**src/rtl/unidade_controle_pkg.sv**
```systemverilog
// Shared definitions for the unidade_controle processor control unit.
// Holds the FSM state encoding, the opcode constants and the positions
// of the opcode / X / Y fields, measured down from the instruction MSB
// so they stay valid for any instruction width W.
package unidade_controle_pkg;

  typedef enum logic [1:0] {
    T0 = 2'd0,
    T1 = 2'd1,
    T2 = 2'd2,
    T3 = 2'd3
  } state_t;

  localparam logic [2:0] OP_MV  = 3'b000;
  localparam logic [2:0] OP_MVI = 3'b001;
  localparam logic [2:0] OP_ADD = 3'b010;
  localparam logic [2:0] OP_SUB = 3'b011;

  // Each field is 3 bits; its MSB sits this many bits below the word MSB
  // plus one, i.e. opcode = ir[W-1 -: 3], X = ir[W-4 -: 3], Y = ir[W-7 -: 3].
  localparam int FIELD_W   = 3;
  localparam int OP_MSB_OFS = 1;
  localparam int X_MSB_OFS  = 4;
  localparam int Y_MSB_OFS  = 7;

  // add and sub are the only three-step instructions.
  function automatic logic is_alu(input logic [2:0] op);
    return (op == OP_ADD) || (op == OP_SUB);
  endfunction

endpackage

```
**src/rtl/unidade_controle_dec3to8.sv**
```systemverilog
// 3-to-8 one-hot decoder with enable.
// Ports:
//   w  - 3-bit index
//   en - when 0 the output is all zeros
//   y  - one-hot result, y[w] = 1 when enabled
module dec3to8 (
  input  logic [2:0] w,
  input  logic       en,
  output logic [7:0] y
);

  assign y = en ? (8'd1 << w) : 8'd0;

endmodule

```
**src/rtl/unidade_controle.sv**
```systemverilog
// Control unit of a simple multi-cycle processor (mv, mvi, add, sub).
// A four-state FSM (T0..T3) fetches an instruction into an internal IR
// and sequences the datapath strobes for it.
// Ports:
//   Clock, Resetn   - rising-edge clock, asynchronous active-low reset
//   Run             - request to fetch a new instruction (sampled in T0 only)
//   Din[W-1:0]      - instruction word: opcode, X, Y in the top 9 bits
//   controlReg[7:0] - one-hot register bus-drive select (bit n = Rn)
//   Gout, DINout    - bus drive from G and from Din
//   Rin[7:0]        - register load enables (bit n = Rn)
//   IRin, Ain, Gin  - IR / A / G load enables
//   AddSub          - ALU operation, 0 add / 1 sub
//   Done            - one-cycle pulse on the last step of each instruction
// All outputs are combinational from state, IR and (in T0) Run; W >= 10.
module unidade_controle
  import unidade_controle_pkg::*;
#(
  parameter int W = 16
) (
  input  logic         Clock,
  input  logic         Resetn,
  input  logic         Run,
  input  logic [W-1:0] Din,
  output logic [7:0]   controlReg,
  output logic         Gout,
  output logic         DINout,
  output logic [7:0]   Rin,
  output logic         IRin,
  output logic         Ain,
  output logic         Gin,
  output logic         AddSub,
  output logic         Done
);

  state_t       state;
  logic [W-1:0] ir;

  logic [2:0] op;
  logic [2:0] fx;
  logic [2:0] fy;

  assign op = ir[W-OP_MSB_OFS -: FIELD_W];
  assign fx = ir[W-X_MSB_OFS  -: FIELD_W];
  assign fy = ir[W-Y_MSB_OFS  -: FIELD_W];

  // Low IR bits carry no control information.
  logic unused_ir_low;
  assign unused_ir_low = ^ir[W-10:0];

  // State and IR; the fetch edge loads IR and leaves T0 together.
  always_ff @(posedge Clock or negedge Resetn) begin
    if (!Resetn) begin
      state <= T0;
      ir    <= '0;
    end else begin
      case (state)
        T0: begin
          if (Run) begin
            ir    <= Din;
            state <= T1;
          end
        end
        T1:      state <= is_alu(op) ? T2 : T0;
        T2:      state <= T3;
        T3:      state <= T0;
        default: state <= T0;
      endcase
    end
  end

  // Decoder controls: the bus source is X in T1 of add/sub and Y otherwise;
  // the load destination is always X.
  logic [2:0] src_sel;
  logic       src_en;
  logic       dst_en;

  always_comb begin
    src_sel = fy;
    src_en  = 1'b0;
    dst_en  = 1'b0;
    Gout    = 1'b0;
    DINout  = 1'b0;
    IRin    = 1'b0;
    Ain     = 1'b0;
    Gin     = 1'b0;
    AddSub  = 1'b0;
    Done    = 1'b0;
    case (state)
      T0: begin
        // Gated by Resetn so IRin stays low while reset is held.
        IRin = Run & Resetn;
      end
      T1: begin
        if (op == OP_MV) begin
          src_en = 1'b1;
          dst_en = 1'b1;
          Done   = 1'b1;
        end else if (op == OP_MVI) begin
          DINout = 1'b1;
          dst_en = 1'b1;
          Done   = 1'b1;
        end else if (is_alu(op)) begin
          src_sel = fx;
          src_en  = 1'b1;
          Ain     = 1'b1;
        end else begin
          Done = 1'b1;
        end
      end
      T2: begin
        src_en = 1'b1;
        Gin    = 1'b1;
        AddSub = op[0];
      end
      T3: begin
        Gout   = 1'b1;
        dst_en = 1'b1;
        Done   = 1'b1;
      end
      default: ;
    endcase
  end

  dec3to8 u_dec_src (
    .w  (src_sel),
    .en (src_en),
    .y  (controlReg)
  );

  dec3to8 u_dec_dst (
    .w  (fx),
    .en (dst_en),
    .y  (Rin)
  );

endmodule

```
**config.mk**
```make
export PLATFORM = sky130hd
export DESIGN_NAME = unidade_controle
export DESIGN_NICKNAME = d
export VERILOG_FILES = /design/src/rtl/unidade_controle_pkg.sv /design/src/rtl/unidade_controle_dec3to8.sv /design/src/rtl/unidade_controle.sv
export SDC_FILE = /design/constraint.sdc
export NUM_CORES = 1
export LEC_CHECK = 0
export CORE_MARGIN = 4
export CORE_UTILIZATION = 37
export CTS_CLUSTER_SIZE = 25
export DETAILED_ROUTE_END_ITERATION = 8
export GPL_TIMING_DRIVEN = 0
export PLACE_DENSITY_LB_ADDON = 0.08
export SYNTH_ARGS = -nofsm -noshare
export SYNTH_HDL_FRONTEND = slang
export SYNTH_SLANG_ARGS = --single-unit
```
**constraint.sdc**
```tcl
create_clock -name Clock -period 2.11 [get_ports Clock]
set_clock_uncertainty 0.1 [all_clocks]
set_input_delay 0.422 -clock Clock [delete_from_list [all_inputs] [get_ports Clock]]
set_output_delay 0.422 -clock Clock [all_outputs]
set_load 0.01 [all_outputs]
```
==> qor.txt <==
CTS tree = yes
synthesis warning total = 0
status = finished, violations left
Slew HR = 63.9%
synth-to-layout area growth = 68.1%
failing checks = setup timing
PortBufs = 34
vias in the first global route = 711
Hold WC Path Type = in2async
unrepaired setup endpoints after global routing = yes
vias = 734
Pleak = 0.615 nW
grt ovf = 0
Min Clock Period, post-route = 2.35 ns
first-pass GRT wire length = 3.26 mm
row count = 16
post-DP HPWL = 1.33 mm
GR peak layer = met2
Setup crit start kind = register
Clock Pin Slew Worst Setup and Hold Paths = 0.07 ns
total core area = 1940 µm²
Slew Viols, Final = 0
VDD IR max = 0.790 mV
count of final setup violators = 19
IO Pins = 42
CTS sink count = 11
layout cells sized above 1 = 54.1%
Skew-Pair Late Insertion Delay = 0.27 ns
total power = 0.00181 W
hold_buf cts = 0
Final Cell Area = 1260 µm²
syn nets = 95
CP endpoint kind = output port
#FFs+latches synth = 11
Syn Inst Count = 72
Critical Path AT = 1.83 ns
final layout net count = 146
Gate power share = 65.4%
routability cong. = 0.788
Max Cap Viol = 0
Final Instance Count excl. Fillers = 149
setup TNS = -2.68 ns
Slew @ Worst Pin = 0.541 ns
gr usage total = 16.5%
DR DRC count = 0
internal power = 0.00105 W
Final period util = 112%
Synth Cell Area = 752 µm²
pin count of the biggest net entering global routing = 13
diodes inserted = 0
filler cell count = 165
GR Layer Usage met1 = 18.6%
most common cell after layout, fill and taps aside = buf_2
Detailed Routing Iterations Pass 1 = 4
M3 GR Usage = 3.10%
Sw Ratio = 42.1%
cts bufs inserted = 3
WL/cell = 14.2 µm
GR Util met2 = 28.9%
initial core utilization = 38.7%
Post-DP Area = 1130 µm²
initial antenna violation count = 0
CP Data Required Time = 1.59 ns
top-area cell type share of the netlist area = 36.6%
CTS Buffer Depth = 2
final wirelength = 2.12 mm
most frequent cells in the layout = buf_2, clkdlybuf4s50_1, nor2_1, dfrtp_1, mux2_2
Hold Slack = 0.0985 ns
PwrDens = 1430 nW/µm²
share of total power in the clock network = 8.4%
sequential cell area fraction in the yosys report = 36.6%
Yosys cell types = 22
P_sw = 0.000763 W
Synth area leader = dfrtp_1
top cells by area, synth = dfrtp_1, mux2_2, ha_1, nor2_1, mux2i_4
DIE AREA = 2820 µm²
htree depth = 1
Crit Path Max Fanout = 5
CTS root buffer = clkbuf_4
chip height = 53.1 µm
endpoints failing hold = 0
part of the power in registers = 26.2%
die width = 53.1 µm
Antenna Nets Post-Route = 0
routed vias/inst = 4.93
Post-Syn Area per Cell = 10.4 µm²
placed cells = 133
post-route setup slack = -0.243 ns
Iter 0 DRT Violations = 6
Setup CP Type = reg2out
max frequency = 0.425 GHz
## critical path, cell delays in order, from the launching register on
cell,delay (ns)
dfrtp_1,0.42
inv_2,0.09
ha_4,0.16
nand3b_4,0.15
mux2i_4,0.26
buf_6,0.15
nor3_4,0.17
buf_2,0.15
## synthesized netlist by cell type, drive strengths merged
library cell,n
nor2,13
dfrtp,11
mux2,9
inv,5
nand2b,5
ha,4
mux2i,4
nand2,4
nor3,4
and2,2
nand3b,2
a21o,1
a21oi,1
a31o,1
a31oi,1
and3,1
nand3,1
nor3b,1
o21ai,1
o21bai,1
## logic make-up after synthesis
logic type	Yosys count	share of synthesized area, %
and+or+nand+nor	33	26.8
AOI/OAI and AO/OA	6	5.32
muxes	13	22.1
adders and majority gates	4	6.66
buffers and inverters	5	2.50
DFF	11	36.6
## sequential cells by signal (all words and copies together) (netlist names), named ones only
| name | count |
|---|---|
| state | 1 |
| ir | 9 |
## through the flow
stage	utilization, %	worst slack [ns]
after floorplan	-	0.160
final	65.1	-0.243
after global placement	58.0	-0.471
after detailed placement	58.0	-0.473
after global routing	65.1	-0.329
after CTS	61.0	-0.210
## power by group through the flow
stage | clock [W] | combinational (W) | sequential [W]
floorplan | 0 | 0.000608 | 0.000417
global placement | 0 | 0.000845 | 0.000442
detailed placement | 0 | 0.000859 | 0.000446
CTS | 0.000155 | 0.00102 | 0.000465
global route | 0.000164 | 0.00127 | 0.000501
finish | 0.000151 | 0.00119 | 0.000475
## worst paths after layout
kind	from	endpoint	slack, ns	cells after the start
max	register	controlReg[7]	-0.24	7
min reg2reg	ir[9]	ir[9]	0.45	1
max in group asynchronous	Resetn	state[0]	1.42	1
min	Resetn	ir[7]	0.1	1
min in group Clock	ir[9]	ir[9]	0.45	1
max reg2reg	register	ir[10]	0.26	6
## final cells by class
cell class              count  area (µm²)  share of cell area (%)
multi-input cells          56         554                    43.9
repair buffers             46         354                    28.0
flip-flops and latches     11         277                    21.9
well taps                  27        33.8                    2.67
clock buffers               4        26.3                    2.08
inverters                   5        18.8                    1.49
## what timing repair did
action	4_1_cts	5_1_grt
setup endpoints to repair	22	23
pin swaps	11	2
resized for setup	86	16
buffers inserted	5	7
## routing by layer
| layer | share of wire [%] | up-vias | routed length (µm) |
|---|---|---|---|
| li1 | - | 350 | - |
| met1 | 38 | 347 | 810 |
| met2 | 52 | 32 | 1110 |
| met3 | 7.6 | 5 | 160 |
| met4 | 2.0 | 0 | 42 |
| met5 | 0 | - | 0 |
No activity file was read; power rests on OpenSTA's default activity.
==> variant: new RTL, config.mk and constraints unchanged <==
Re-encode `state_t` (4 states) as one-hot, 4 bits wide.
--- a/src/rtl/unidade_controle_pkg.sv
+++ b/src/rtl/unidade_controle_pkg.sv
@@ -4,11 +4,11 @@
 // so they stay valid for any instruction width W.
 package unidade_controle_pkg;
 
-  typedef enum logic [1:0] {
-    T0 = 2'd0,
-    T1 = 2'd1,
-    T2 = 2'd2,
-    T3 = 2'd3
+  typedef enum logic [3:0] {
+    T0 = 4'b0001,
+    T1 = 4'b0010,
+    T2 = 4'b0100,
+    T3 = 4'b1000
   } state_t;
 
   localparam logic [2:0] OP_MV  = 3'b000;
Check against the original RTL: same outputs for any inputs over 10 cycles, from zero or initial values and one cycle with Resetn low; not proved beyond that.
==> variant against the unedited design <==
Largest cell class unchanged; design area up 30%; routed wire length grew 52%; count of clock-buffer cells in the layout decreased by 1; worst setup slack lost 0.098 ns; sequential power grew 11%; non-clock buffer count increased by 21; register-to-register slack worse by 0.18 ns; die area up 16%; sequential cell count up 2; first-iteration DRC count grew to 5.3 times the old value; critical path depth shrank 2; area after synthesis rose by 19%; the flow still finishes with violations (negative setup slack); power fell by 27%.
==> variant: results <==
<?xml version="1.0" encoding="UTF-8"?>
<metrics>
  <group name="run_status">
    <metric name="failed_checks" unit="">negative setup slack</metric>
    <metric name="status" unit="">complete, but fails checks</metric>
  </group>
  <group name="drt">
    <metric name="drt_first_iter_violations" unit="">32</metric>
    <metric name="detail_route.wl_per_cell" unit="um">17.1</metric>
    <metric name="via_per_inst" unit="">5.44</metric>
    <metric name="detail_route.wirelength" unit="um">3220</metric>
  </group>
  <group name="critical_path">
    <metric name="r2r_setup_slack" unit="ns">0.08</metric>
    <metric name="critical-path-slowest-cell" unit="">sky130_fd_sc_hd__dfrtp_2</metric>
    <metric name="worstPathArrival" unit="ns">1.93</metric>
    <metric name="worst_r2r_endpoint" unit="">ir[9]</metric>
    <metric name="worst_r2r_path_depth" unit="">7</metric>
    <metric name="critPathMaxStageDelay" unit="ns">0.47</metric>
  </group>
  <group name="timing">
    <metric name="timing.final.setup_violations" unit="">18</metric>
    <metric name="post-route-worst-setup-slack" unit="ns">-0.341</metric>
    <metric name="final.setup.tns" unit="ns">-3.65</metric>
    <metric name="max_slew_margin" unit="%">57.5</metric>
    <metric name="whs" unit="ns">0.157</metric>
  </group>
  <group name="place">
    <metric name="detailed_place.area" unit="sq mm">0.00127</metric>
    <metric name="placer_s_final_routability_congestion_estimate" unit="">0.766</metric>
    <metric name="placed_cells" unit="">157</metric>
    <metric name="detailedPlacementHpwl" unit="um">1820</metric>
  </group>
  <group name="global_route">
    <metric name="globalRouteTotalUtil" unit="%">18.4</metric>
    <metric name="pin_count_of_the_biggest_net_entering_global_routing" unit="">15</metric>
    <metric name="via_count_of_the_first_global_routing_pass" unit="">1016</metric>
  </group>
  <group name="synth">
    <metric name="synth_sequential_area_ratio" unit="%">36.4</metric>
    <metric name="synth_cell_type_count" unit="">36</metric>
    <metric name="ys_top_cells_by_area" unit="">sky130_fd_sc_hd__dfrtp_1 (33%), sky130_fd_sc_hd__mux2_1 (11%), sky130_fd_sc_hd__a22oi_1 (5.9%), sky130_fd_sc_hd__nor2_1 (5.9%), sky130_fd_sc_hd__nor2b_1 (3.5%)</metric>
    <metric name="synthTopCellsByCount" unit="">sky130_fd_sc_hd__nor2_1 (14), sky130_fd_sc_hd__dfrtp_1 (12), sky130_fd_sc_hd__mux2_1 (9), sky130_fd_sc_hd__a22oi_1 (7), sky130_fd_sc_hd__nor2b_1 (5)</metric>
    <metric name="avgSynthCellArea" unit="sq um">9.44</metric>
    <metric name="postSynthNetCount" unit="">114</metric>
  </group>
  <group name="pwr">
    <metric name="vdd_drop_max" unit="mV">0.691</metric>
    <metric name="leakage" unit="uW">0.000713</metric>
    <metric name="power.share.switching" unit="%">43.1</metric>
  </group>
  <group name="cells_and_area">
    <metric name="top_regs" unit="">ir (9), state (4)</metric>
    <metric name="post_route_cells_drive_above_1_share" unit="%">55.6</metric>
    <metric name="n_fill_cell" unit="">169</metric>
    <metric name="finish.net_count" unit="">180</metric>
    <metric name="ant_diodes" unit="">0</metric>
  </group>
  <group name="run">
    <metric name="cap_viol_max_count" unit="">0</metric>
  </group>
</metrics>
==> variant: cells by family (layout without fill, tap and decap cells) <==
| logic type | count (synthesis) | count (layout) | synth area share [%] |
|---|---|---|---|
| AO/OA/AOI/OAI | 19 | 19 | 15.6 |
| buffers and inverters | 8 | 73 | 5.72 |
| flip-flops | 13 | 13 | 36.4 |
| multiplexers | 9 | 9 | 11.3 |
| AND/OR/NAND/NOR | 46 | 46 | 31.0 |
==> variant: how the worst max path moves through the flow <==
stage / slack (ns) / to / depth (start not counted) / startpoint
after floorplan: 0.03 / controlReg[4] / 5 / state[3]
after global placement: -0.55 / IRin / 6 / Run
after detailed placement: -0.58 / controlReg[5] / 6 / state[0]
after CTS: -0.35 / controlReg[0] / 6 / state[3]
after global routing: -0.38 / controlReg[0] / 6 / state[3]
final: -0.34 / controlReg[4] / 5 / state[2]
==> variant: worst reg2reg max path, delay by kind of cell (launching register included) <==
kind / cells / cell delay, ns
mux: 1 / 0.34
buf+inv: 4 / 0.57
flops: 1 / 0.47
simple gates: 2 / 0.42
==> variant: power by group through the flow <==
stage	logic [uW]	clock network [uW]	registers (uW)
finish	629	165	529
global route	677	179	551
CTS	522	168	494
detailed placement	415	0	493
global placement	400	0	485
floorplan	304	0	449
==> variant: metal layers <==
layer | global-route usage [%] | share of wire [%] | up-vias
li1 | - | - | 478
met1 | 21.2 | 40 | 508
met2 | 33.4 | 54 | 33
met3 | 4.07 | 5.2 | 4
met4 | 6.29 | 0.78 | 0
met5 | 0 | 0 | -
==> variant: layout make-up <==
cell class | instances | area, sq um | area share [%]
clock inverter | 1 | 5.00 | 0.305
clock buffer | 3 | 22.5 | 1.37
timing repair buffer | 62 | 499 | 30.5
buffer | 5 | 58.8 | 3.59
multi-input combinational | 74 | 681 | 41.5
sequential | 13 | 330 | 20.2
inverter | 2 | 7.51 | 0.458
tap | 28 | 35.0 | 2.14
==> variant: timing repair <==
action	4_1_cts	5_1_grt
hold buffers	0	0
gates resized for setup	78	54
endpoints found under the setup margin	23	22
setup buffers	20	9
pin swaps	11	17
hold endpoints to repair	0	0
==> variant: stage by stage <==
stage	setup WS, ns	total power (uW)	utilization, %
2_1_floorplan	0.0298	753	-
3_5_place_dp	-0.583	908	56.4
4_1_cts	-0.345	1180	64.5
6_report	-0.341	1320	72.7
3_3_place_gp	-0.549	884	56.4
5_1_grt	-0.382	1410	72.7
